[src/rtl/cache_line_ctrl.sv]
// Refill / invalidate sequencer for one cache set array; sole writer of the tag, valid and data BRAM A-ports.
// Optional feature: define CACHE_INIT_SWEEP_EN to clear every valid bit after reset before serving requests.
module cache_line_ctrl #(
    parameter int INDEX_W = 7,
    parameter int TAG_W   = 20,
    parameter int WORDS   = 4,
    parameter int WAYS    = 2,
    localparam int WAY_W  = (WAYS > 1) ? $clog2(WAYS) : 1
) (
    input  logic                    clk,
    input  logic                    rst,
    input  logic                    miss_req,
    input  logic [INDEX_W-1:0]      miss_index,
    input  logic [TAG_W-1:0]        miss_tag,
    input  logic [WAY_W-1:0]        miss_way,
    output logic                    miss_ack,
    input  logic                    inv_req,
    input  logic [INDEX_W-1:0]      inv_index,
    input  logic [WAY_W-1:0]        inv_way,
    output logic                    inv_ack,
    output logic                    busy,
    output logic                    rd_req,
    output logic [31:0]             rd_addr,
    input  logic                    rd_gnt,
    input  logic                    rd_valid,
    input  logic [31:0]             rd_data,
    input  logic                    rd_last,
    output logic [INDEX_W-1:0]      bram_addr,
    output logic [WAYS-1:0]         tag_we,
    output logic [TAG_W-1:0]        tag_din,
    output logic [WAYS-1:0]         vl_we,
    output logic                    vl_din,
    output logic [WAYS*WORDS*4-1:0] data_we,
    output logic [31:0]             data_din
);

    localparam int BEAT_W = (WORDS > 1) ? $clog2(WORDS) : 1;
    localparam int PAD_W  = 32 - TAG_W - INDEX_W;
    localparam logic [BEAT_W-1:0] LAST_BEAT = BEAT_W'(WORDS - 1);
    localparam logic [BEAT_W-1:0] BEAT_ONE  = BEAT_W'(1);

    typedef enum logic [2:0] {
        ST_SWEEP,
        ST_IDLE,
        ST_REQ,
        ST_FILL,
        ST_COMMIT,
        ST_INV
    } state_t;

`ifdef CACHE_INIT_SWEEP_EN
    localparam state_t RESET_STATE = ST_SWEEP;
    localparam logic [INDEX_W-1:0] SWEEP_ONE = INDEX_W'(1);
    logic [INDEX_W-1:0] sweep_q, sweep_d;
`else
    localparam state_t RESET_STATE = ST_IDLE;
`endif

    state_t              state_q, state_d;
    logic [INDEX_W-1:0]  index_q, index_d;
    logic [TAG_W-1:0]    tag_q, tag_d;
    logic [WAY_W-1:0]    way_q, way_d;
    logic [BEAT_W-1:0]   beat_q, beat_d;

    always_ff @(posedge clk) begin
        if (rst) begin
            state_q <= RESET_STATE;
            index_q <= '0;
            tag_q   <= '0;
            way_q   <= '0;
            beat_q  <= '0;
`ifdef CACHE_INIT_SWEEP_EN
            sweep_q <= '0;
`endif
        end else begin
            state_q <= state_d;
            index_q <= index_d;
            tag_q   <= tag_d;
            way_q   <= way_d;
            beat_q  <= beat_d;
`ifdef CACHE_INIT_SWEEP_EN
            sweep_q <= sweep_d;
`endif
        end
    end

    always_comb begin
        state_d   = state_q;
        index_d   = index_q;
        tag_d     = tag_q;
        way_d     = way_q;
        beat_d    = beat_q;
`ifdef CACHE_INIT_SWEEP_EN
        sweep_d   = sweep_q;
`endif
        miss_ack  = 1'b0;
        inv_ack   = 1'b0;
        busy      = 1'b0;
        rd_req    = 1'b0;
        rd_addr   = '0;
        bram_addr = '0;
        tag_we    = '0;
        tag_din   = '0;
        vl_we     = '0;
        vl_din    = 1'b0;
        data_we   = '0;
        data_din  = '0;

        // Outputs are forced quiet while rst is high so an aborted refill cannot write another beat.
        if (!rst) begin
            case (state_q)
`ifdef CACHE_INIT_SWEEP_EN
                ST_SWEEP: begin
                    busy      = 1'b1;
                    bram_addr = sweep_q;
                    vl_we     = '1;
                    vl_din    = 1'b0;
                    sweep_d   = sweep_q + SWEEP_ONE;
                    if (sweep_q == '1) begin
                        state_d = ST_IDLE;
                    end
                end
`endif
                ST_IDLE: begin
                    if (miss_req) begin
                        index_d = miss_index;
                        tag_d   = miss_tag;
                        way_d   = miss_way;
                        state_d = ST_REQ;
                    end else if (inv_req) begin
                        state_d = ST_INV;
                    end
                end
                ST_REQ: begin
                    busy      = 1'b1;
                    rd_req    = 1'b1;
                    rd_addr   = {tag_q, index_q, {PAD_W{1'b0}}};
                    bram_addr = index_q;
                    if (rd_gnt) begin
                        beat_d  = '0;
                        state_d = ST_FILL;
                    end
                end
                ST_FILL: begin
                    busy      = 1'b1;
                    bram_addr = index_q;
                    if (rd_valid) begin
                        data_we[(int'(way_q) * WORDS + int'(beat_q)) * 4 +: 4] = 4'hF;
                        data_din = rd_data;
                        beat_d   = beat_q + BEAT_ONE;
                        // Leaving FILL on the last word means surplus beats are never written.
                        if (rd_last || (beat_q == LAST_BEAT)) begin
                            state_d = ST_COMMIT;
                        end
                    end
                end
                ST_COMMIT: begin
                    busy          = 1'b1;
                    bram_addr     = index_q;
                    tag_we[way_q] = 1'b1;
                    tag_din       = tag_q;
                    vl_we[way_q]  = 1'b1;
                    vl_din        = 1'b1;
                    miss_ack      = 1'b1;
                    state_d       = ST_IDLE;
                end
                ST_INV: begin
                    busy           = 1'b1;
                    bram_addr      = inv_index;
                    vl_we[inv_way] = 1'b1;
                    vl_din         = 1'b0;
                    inv_ack        = 1'b1;
                    state_d        = ST_IDLE;
                end
                default: begin
                    state_d = ST_IDLE;
                end
            endcase
        end
    end

endmodule

[config.mk]
export PLATFORM = sky130hd
export DESIGN_NAME = cache_line_ctrl
export DESIGN_NICKNAME = d
export VERILOG_FILES = /design/src/rtl/cache_line_ctrl.sv
export SDC_FILE = /design/constraint.sdc
export NUM_CORES = 1
export LEC_CHECK = 0
export BUFFER_PORTS_ARGS = -buffer_cell sky130_fd_sc_hd__buf_2
export CORE_UTILIZATION = 35
export CTS_CLUSTER_DIAMETER = 40
export DETAILED_ROUTE_END_ITERATION = 10
export HOLD_SLACK_MARGIN = 0.1
export PLACE_DENSITY = 0.81
export SYNTH_ARGS = -nofsm -noshare
export SYNTH_HDL_FRONTEND = slang
export SYNTH_SLANG_ARGS = --single-unit
[constraint.sdc]
create_clock -name clk -period 2 [get_ports clk]
set_input_delay 0.4 -clock clk [delete_from_list [all_inputs] [get_ports clk]]
set_output_delay 0.4 -clock clk [all_outputs]
set_load 0.005 [all_outputs]
==> results of run 1 <==
==> synthesized netlist by cell type, drive strengths merged (2+ instances only) <==
cell type   n  area, sq um
nand2b      4         25.0
nor4        4         25.0
a2bb2oi     2         17.5
clkbuf     10         37.5
a21oi      35          175
and3       21          131
nor4b       2         23.8
nand3b      2         15.0
ha          3         37.5
nor2b       2         12.5
nand3       3         15.0
and4        2         17.5
buf        43          328
dfxtp      33          661
and2       59          369
mux2i       3         30.0
o21ai       7         35.0
o211ai      2         15.0
inv         6         22.5
nand2      64          243
nor3        2         10.0
nor2        9         66.3
==> metal layers <==
layer | vias to the layer above | track usage, % | routed length, um
met4 | 0 | 8.94 | 274
li1 | 1474 | - | -
met1 | 1475 | 24.6 | 3510
met3 | 18 | 5.45 | 775
met2 | 177 | 42.8 | 5530
met5 | - | 0 | 0
==> sequential cells by signal, summed over array words and instances (netlist names) <==
name / count
state_q: 3
tag_q: 20
beat_q: 2
index_q: 7
way_q: 1
==> cells in the final DEF (no fill, tap or decap), types with 2 or more instances in the layout <==
cell type  count
mux2i_1        3
conb_1         5
nand2b_1       3
and2_4        52
and4_4         2
nand3_1        3
inv_1          3
nor2_1         6
a21oi_1       34
clkbuf_16      2
o211ai_1       2
nand2_1       62
nor2_8         2
and3_1        20
dfxtp_2        5
nor4_4         4
and2_1         7
nand3b_1       2
clkbuf_8       6
ha_4           2
dfxtp_1       28
buf_4         24
buf_6         80
buf_2        137
inv_2          3
buf_12         6
nor2_4         2
o21ai_2        5
==> final timing paths <==
check	endpoint	cells after the start	slack, ns
worst max register to register	tag_q[12]$_SDFFE_PP0P_	7	0.40
worst min register to register	tag_q[14]$_SDFFE_PP0P_	2	0.48
worst min-delay path	index_q[3]$_SDFFE_PP0P_	3	0.35
worst max-delay path	data_we[13]	8	-0.25
==> what timing repair did <==
item / CTS / global route
endpoints found under the setup margin: 115 / 116
resized for setup: 44 / 135
pin swaps: 13 / 63
buffers inserted: 5 / 21
gates cloned: 3 / 5
==> where the power goes <==
part           leakage, uW  switching [uW]  internal, uW
registers         0.000272            52.3           720
logic              0.00210             352           357
clock network    0.0000574             260           405
==> cell families after synthesis <==
group	Yosys count	synth area share, %
other	1	0.155
buffers and inverters	59	16.0
multiplexers	3	1.24
AND/OR/NAND/NOR	181	42.3
AO/OA/AOI/OAI	50	11.5
flip-flops	33	27.3
adder cells (fa/ha/maj)	3	1.55
==> layout make-up <==
class,count,area [sq um]
Multi-Input combinational cell,244,1730
Tap cell,77,96.3
Clock inverter,2,37.5
Sequential cell,33,667
Clock buffer,6,82.6
Inverter,6,22.5
Fill cell,494,1910
Timing Repair Buffer,250,1950
==> through the flow <==
step           worst slack [ns]  hold WS (ns)  setup TNS (ns)  utilization, %  area [sq um]
2_1_floorplan           -0.0296         0.440          -0.172               -          2510
5_1_grt                  -0.338         0.350          -23.31            70.6          4580
3_3_place_gp            -0.0416         0.451          -0.653            52.4          3400
3_5_place_dp            -0.0707         0.453           -1.69            52.4          3400
4_1_cts                  -0.207         0.343          -10.76            58.8          3820
6_report                 -0.254         0.349          -16.63            70.6          4580
==> critical path, cell delays in order, from the launching register on <==
cell	delay (ns)
dfxtp_2	0.34
inv_2	0.05
ha_4	0.15
ha_4	0.26
buf_6	0.08
nand3b_1	0.14
buf_4	0.19
nor4_4	0.20
buf_2	0.17
==> metrics.txt, run 1 <==
crit path time final 2.25 ns; vias per cell 5.09; DR vias 3144; drt initial violations 172; worst hold path type in2reg; Pleak 0.00243 uW; chip width between 80 and 90 um; global route total overflow 0; diodes inserted 0; total power 2150 uW; initial cell density of the core 37.3%; drt drc 0; Layout Nets 618; Worst-path clk slew 0.08 ns; syn avg cell area 7.34 sq um; I/O pin cnt 207; Syn-to-layout area delta 89.4%; Worst Min Path Start miss_index[3]; std cell rows 29; Cell Pwr Density 468 nW/um^2; die height 85.2 um; critical path class reg2out; status complete, but fails checks; fin worst setup slack -0.254 ns; fmax around 440 MHz; Layout Cells excl Fill roughly 600; DIE AREA roughly 7300 sq um; number of port buffers 201; crit end category output pin; synthesized cell area approximately 2400 sq um; first-pass GRT wire length 12.9 mm; H-tree depth 2; Final Skew 0.00454 ns; HPWL after DPL 6.05 mm; flops & latches, synth 33; vias in the first global route 2631; core region area 6490 sq um; largest net degree at the start of global routing 42; VDD IR max 0.369 mV; clock sink count 33; WP data required 1.60 ns; yosys warns 0; Cells after Synth 330; async set or reset register ratio after synthesis 0%; post-synthesis cell type count 42; Slew Viols, Final 0; clk_lat worst skew 0.28 ns; Pre-antenna DRT Iters 5; GPL Wtd Cong a little over 0.8; CP Max Fanout 4; clock buffer depth 2; part of the cycle the worst path needs 113%; violated checks negative setup slack; max_cap viols 0; Routed WL per cell about 16 um; final setup vio count 117; RSZ-0062 raised after global routing true; final count of hold timing violations 0; drt total wl 10.1 mm; sequential fraction of the synthesis area a little over a quarter; CTS tree built; Most used DFF post-synth dfxtp_1; initial antenna violation count 0; Critical path origin beat_q[0]$_SDFFE_PP0P_; CP Data Arrival Time 1.85 ns; CP startpoint kind flop; r2r startpoint state_q[1]$_SDFFE_PP0P_; # hold bufs at CTS 0; layout cells sized above 1 64.9%; Post-synth EDFFs 0; TritonCTS buffer count 5; Root Driver clkbuf_8; Placed Cells incl. Taps 578; Total GRT Usage 22.8%; antenna viol nets, final 0
Power figures use the tool's default switching activity.
==> run 2: changes to the inputs <==
==> constraint.sdc (replaced) <==
create_clock -name clk -period 2 [get_ports clk]
set_input_delay 0.4 -clock clk [delete_from_list [all_inputs] [get_ports clk]]
set_output_delay 0.4 -clock clk [all_outputs]
set_load 0.02 [all_outputs]
==> run 2 against run 1 <==
The flow still finishes with violations (negative setup slack). Register-to-register slack lost 0.16 ns. Utilization up 7.7 points. Setup slack worse by 0.036 ns. Non-clock buffer count rose by 4. Global-route usage rose by 6.3 points. Combinational power rose by 11%. Clock skew up 0.0090 ns. Cell count increased by 0.32%. Die area unchanged. Worst hold slack got worse by 0.0085 ns. Highest routed layer unchanged.
==> metrics.txt, run 2 (synthesized netlist as in run 1, its figures left out) <==
global route total overflow 0 (unchanged); drt total wl 11.8 mm (+17%); HPWL after DPL 6.23 mm (+2.9%); vias in the first global route 3207 (+22%); Layout Nets 620 (+0.32%); TritonCTS buffer count 5 (unchanged); Syn-to-layout area delta 110%; chip width 85.2 um (unchanged); clock sink count 33 (unchanged); Worst Min Path Start miss_index[5]; reg2reg path depth 6 (-1); GPL Wtd Cong 0.830 (+1.3%); status complete, but fails checks; DR vias 3281 (+4.4%); worst hold path type in2reg; CTS tree built; violated checks negative setup slack; Placed Cells incl. Taps 582 (+0.69%); initial antenna violation count 0 (unchanged); clk_lat worst skew 0.29 ns (about the same); Pleak 0.00248 uW (+2.0%); max_cap viols 0 (unchanged); CP startpoint kind flop; Hold Path Depth 3 (unchanged); initial cell density of the core 37.3% (unchanged); most frequent cells in the layout buf_6 (105), buf_2 (76), nand2_1 (62), and2_4 (59), buf_4 (52); number of port buffers 201 (unchanged); crit path time final 2.29 ns (+0.0361 ns); Final Skew 0.0136 ns (+0.00905 ns); Total GRT Usage 29.1% (+6.3 points); WP data required 1.60 ns (about the same); hold path endpoint index_q[5]$_SDFFE_PP0P_; largest net degree at the start of global routing 42 (unchanged); final count of hold timing violations 0 (unchanged); Slew Viols, Final 0 (unchanged); drt initial violations 118 (-31%); Pre-antenna DRT Iters 4 (-1); drt drc 0 (unchanged); r2r startpoint state_q[2]$_SDFFE_PP0P_; worst hold margin 0.341 ns (-0.00849 ns); CP Data Arrival Time 1.89 ns (+0.04 ns); Final Util 78.3% (+7.7 points); critical path class reg2out; DIE AREA 7250 sq um (unchanged); Root Driver clkbuf_8; CP Max Fanout 8 (+4); Layout Cells excl Fill 620 (+0.32%); antenna viol nets, final 0 (unchanged); Routed WL per cell 19.0 um (+16%); commonest non-fill, non-tap cell in the layout buf_6; crit end category output pin; layout cells sized above 1 68.9% (+4.0 points); H-tree depth 2 (unchanged); Biggest register tag_q; worst r2r dst tag_q[10]$_SDFFE_PP0P_; Worst-path clk slew 0.08 ns (about the same); max FFs per register 20 (unchanged); VDD IR max 0.514 mV (+39%); I/O pin cnt 207 (unchanged); core region area 6490 sq um (unchanged); vias per cell 5.29 (+4.0%); diodes inserted 0 (unchanged); die height 85.2 um (unchanged); RSZ-0062 raised after global routing true; first-pass GRT wire length 16.3 mm (+27%); part of the cycle the worst path needs 114% (+1.8 points); fin worst setup slack -0.290 ns (-0.0361 ns); fmax 437 MHz (-1.6%); clock buffer depth 2 (unchanged); Top Registers tag_q (20), index_q (7), state_q (3); final setup vio count 99 (-15%); std cell rows 29 (unchanged); Cell Pwr Density 440 nW/um^2 (-5.9%); setup slack, reg-to-reg 0.24 ns (-0.16 ns)
==> run 2: cell count changes in the layout (fill, tap and decap cells not counted), moves of 3 or more <==
cell	before	now
a21oi_2	1	4
buf_2	137	76
o21ai_2	5	2
buf_4	24	52
and2_4	52	59
buf_12	6	12
o21ai_4	0	3
and2_1	7	0
and3_4	1	13
and3_1	20	8
buf_6	80	105
a21oi_1	34	31
==> run 2: worst max path at each step <==
stage               cells after the start           end               startpoint  slack (ns)
CTS                                     7   data_we[15]   beat_q[1]$_SDFFE_PP0P_       -0.28
finish                                  4    data_we[3]  state_q[1]$_SDFFE_PP0P_       -0.29
detailed placement                      7  data_din[20]                      rst       -0.17
global route                            8   data_we[14]   beat_q[0]$_SDFFE_PP0P_       -0.36
global placement                        7  data_din[22]                      rst       -0.12
floorplan                               6   data_we[21]   beat_q[0]$_SDFFE_PP0P_       -0.19
==> run 2: per-stage QoR <==
stage          total power [uW]  TNS [ns]  setup slack [ns]  cell area [sq um]
2_1_floorplan              1140     -1.64            -0.195               2540
3_3_place_gp               1340     -5.66            -0.125               3510
3_5_place_dp               1360     -7.36            -0.172               3510
4_1_cts                    2160    -21.83            -0.280               4830
5_1_grt                    2320    -24.68            -0.356               5080
6_report                   2240    -19.11            -0.290               5080
==> run 2: what timing repair did <==
item	in CTS	in global routing
gates resized for setup	281	80
gates cloned	6	4
endpoints found under the setup margin	123	126
hold buffers	0	0
setup buffers	22	8
pin swaps	25	45
==> run 2: area by class of cell <==
class | instances | area [sq um]
well taps | 77 | 96.3
clock buffers | 7 | 86.3
repair buffers | 254 | 2370
multi-input cells | 242 | 1810
fillers | 402 | 1410
inverters | 6 | 22.5
flip-flops and latches | 33 | 667
clock inverters | 1 | 30.0
==> run 2: critical path, stage by stage, from the launching register on <==
cell	delay, ns
dfxtp_2	0.34
or3b_4	0.47
nor2_8	0.21
nor4b_4	0.36
buf_4	0.22
==> run 2: where the power goes <==
part | switching [uW] | total [uW] | internal, uW
combinational | 411 | 786 | 376
sequential | 61.6 | 781 | 720
clock | 265 | 672 | 407
==> run 2: metal layers <==
metal  part of all wire, %  vias up  track usage, %
met5                     0        -               0
met4                   3.5        0            12.8
met3                   7.8       36            6.71
met2                    55      204            57.9
met1                    34     1566            28.3
li1                      -     1475               -
==> run 3: changes to the inputs <==
--- a/config.mk
+++ b/config.mk
@@ -10,7 +10,7 @@
 export CTS_CLUSTER_DIAMETER = 40
 export DETAILED_ROUTE_END_ITERATION = 10
 export HOLD_SLACK_MARGIN = 0.1
-export PLACE_DENSITY = 0.81
+export PLACE_DENSITY = 0.88
 export SYNTH_ARGS = -nofsm -noshare
 export SYNTH_HDL_FRONTEND = slang
 export SYNTH_SLANG_ARGS = --single-unit
==> run 3 against run 2 <==
The run still ends with negative setup slack left. Combinational power grew 5.6%. Worst hold slack better by 0.0048 ns. Total power rose by 2.2%. Sequential power hardly changed. First-iteration DRC count is 89% higher. Sequential share of layout area up 0.091 points. Maximum frequency shrank 0.33%. Cell count rose by 0.65%. Clock skew shrank 0.0022 ns. Largest power group unchanged.
==> metrics.txt, run 3 (synthesized netlist as in run 1, its figures left out) <==
Flop pwr share 34.3% (-0.6 points); TritonCTS buffer count 5 (unchanged); crit end category output pin; final setup vio count 120 (+21%); CP delay by family, top simple AND/OR/NAND/NOR gates; Final Skew 0.0114 ns (-0.00216 ns); Worst-path clk slew 0.08 ns (about the same); critical path class reg2out; Pleak 0.00244 uW (-1.6%); final count of hold timing violations 0 (unchanged); setup TNS -20.71 ns (-1.60 ns); H-tree depth 2 (unchanged); Final Util 77.8% (-0.54 points); combinational power share 36.2% (+1.1 points); Layout Nets 622 (+0.32%); std cell rows 29 (unchanged); DR vias 3354 (+2.2%); Root Driver clkbuf_8; Fill cells 371 (-7.7%); r2r startpoint state_q[1]$_SDFFE_PP0P_; global route total overflow 0 (unchanged); die height 85.2 um (unchanged); WP data required 1.60 ns (about the same); I/O pin cnt 207 (unchanged); Syn-to-layout area delta 109%; Biggest register tag_q; critical path's largest stage delay 0.33 ns (-0.14 ns); met3 Use GR 5.84% (-0.88 points); vias in the first global route 3152 (-1.7%); clk_lat worst skew 0.28 ns (about the same); max_cap viols 0 (unchanged); GPL Wtd Cong 0.861 (+3.8%); Slew Viols, Final 0 (unchanged); CP most frequent cell ha_4; CP Max Fanout 4 (-4); CP max-delay cell dfxtp_2; routing usage on met2 53.6% (-4.3 points); chip width 85.2 um (unchanged); part of the cycle the worst path needs 115% (+0.38 points); Total GRT Usage 28.4% (-0.76 points); Top Registers tag_q (20), index_q (7), state_q (3); CTS tree built; most frequent cells in the layout buf_6 (115), buf_2 (79), nand2_1 (62), and2_4 (58), buf_4 (50); clock sink count 33 (unchanged); DIE AREA 7250 sq um (unchanged); CP Data Arrival Time 1.90 ns (about the same); HPWL after DPL 6.52 mm (+4.7%); initial cell density of the core 37.3% (unchanged); status complete, but fails checks; Critical path origin beat_q[0]$_SDFFE_PP0P_; M1 GR Usage 29.3% (+0.96 points); largest net degree at the start of global routing 42 (unchanged); drt total wl 11.8 mm (+0.11%); Pre-antenna DRT Iters 5 (+1); total power 2290 uW (+2.2%); fmax 435 MHz (-0.33%); core region area 6490 sq um (unchanged); Placement Setup Slack -0.143 ns (+0.0291 ns); layout cells sized above 1 70.5% (+1.6 points); first-pass GRT wire length 15.8 mm (-3.1%); initial antenna violation count 2 (+2); worst hold path type in2reg; violated checks negative setup slack; drt drc 0 (unchanged); Int Power 1520 uW (+1.4%); vias per cell 5.38 (+1.6%); number of port buffers 201 (unchanged); switching pwr 767 uW (+3.9%); Cell Pwr Density 453 nW/um^2 (+2.9%); commonest non-fill, non-tap cell in the layout buf_6; Top Usage Layer GRT met2; RSZ-0062 raised after global routing true; drt initial violations 223 (+89%); fin worst setup slack -0.297 ns (-0.00765 ns); VDD IR max 0.400 mV (-22%); antenna viol nets, final 0 (unchanged); crit-path cells inv_2 > ha_4 > ha_4 > buf_6 > nand3b_1 > nor4_4 > buf_2; CP startpoint kind flop; crit path time final 2.30 ns (+0.00765 ns); CP bufs+invs 3 (+2); clock share of power 29.5% (-0.5 points); max FFs per register 20 (unchanged); Sw Share 33.5% (+0.55 points); Routed WL per cell 18.9 um (-0.53%); Worst Min Path Start miss_index[3]; clock buffer depth 2 (unchanged)
-- run 3: cell count changes in the layout (fill, tap and decap cells not counted), sizes merged --
| cell | previous run | this run |
|---|---|---|
| diode | 0 | 2 |
| buf | 249 | 253 |
| clkbuf | 12 | 7 |
| clkinvlp | 0 | 1 |
| nor2 | 9 | 11 |
-- run 3: timing repair --
item / in CTS / in global routing
pin swaps: 54 / 20
gates resized for setup: 287 / 85
setup buffers: 19 / 14
setup endpoints to repair: 120 / 124
cloned: 8 / 1
hold buffers: 0 / 0
-- run 3: layout make-up --
type	count	area (sq um)	area share, %
well taps	77	96.3	1.91
clock buffers	6	82.6	1.64
multi-input cells	244	1870	37.0
diodes	2	5.00	0.0991
flip-flops and latches	33	667	13.2
inverters	6	22.5	0.446
clock inverters	2	37.5	0.743
repair buffers	254	2270	45.0
-- run 3: power by group through the flow --
stage,Combinational (uW),Sequential [uW],Clock [uW]
2_1_floorplan,375,767,0
3_3_place_gp,564,773,0
3_5_place_dp,582,775,0
4_1_cts,752,768,682
5_1_grt,876,790,709
6_report,830,784,675
-- run 3: worst reg2reg max path, cell delays in order, from the launching register on --
cell and delay [ns]:
dfxtp_2 0.34, buf_6 0.11, buf_6 0.11, buf_6 0.12, buf_4 0.15, and4bb_1 0.28, buf_4 0.25, nand2_1 0.11
a21oi_1 0.17
-- run 3: stage by stage --
stage | area, sq um | std cells | hold slack [ns]
floorplan | 2540 | 334 | 0.440
global placement | 3480 | 582 | 0.447
detailed placement | 3480 | 582 | 0.459
CTS | 4750 | 616 | 0.341
global route | 5050 | 624 | 0.346
finish | 5050 | 624 | 0.346
-- run 3: routing by layer --
layer	share of wire, %	wire length, um
met1	34	3950
met2	53	6230
met3	9.4	1110
met4	4.2	500
met5	0	0
-- run 3: worst paths after layout --
check	cells after the start	end	slack (ns)
min	3	index_q[3]$_SDFFE_PP0P_	0.35
max reg2reg	8	tag_q[14]$_SDFFE_PP0P_	0.27
max	7	data_we[5]	-0.30
min reg2reg	2	tag_q[13]$_SDFFE_PP0P_	0.49
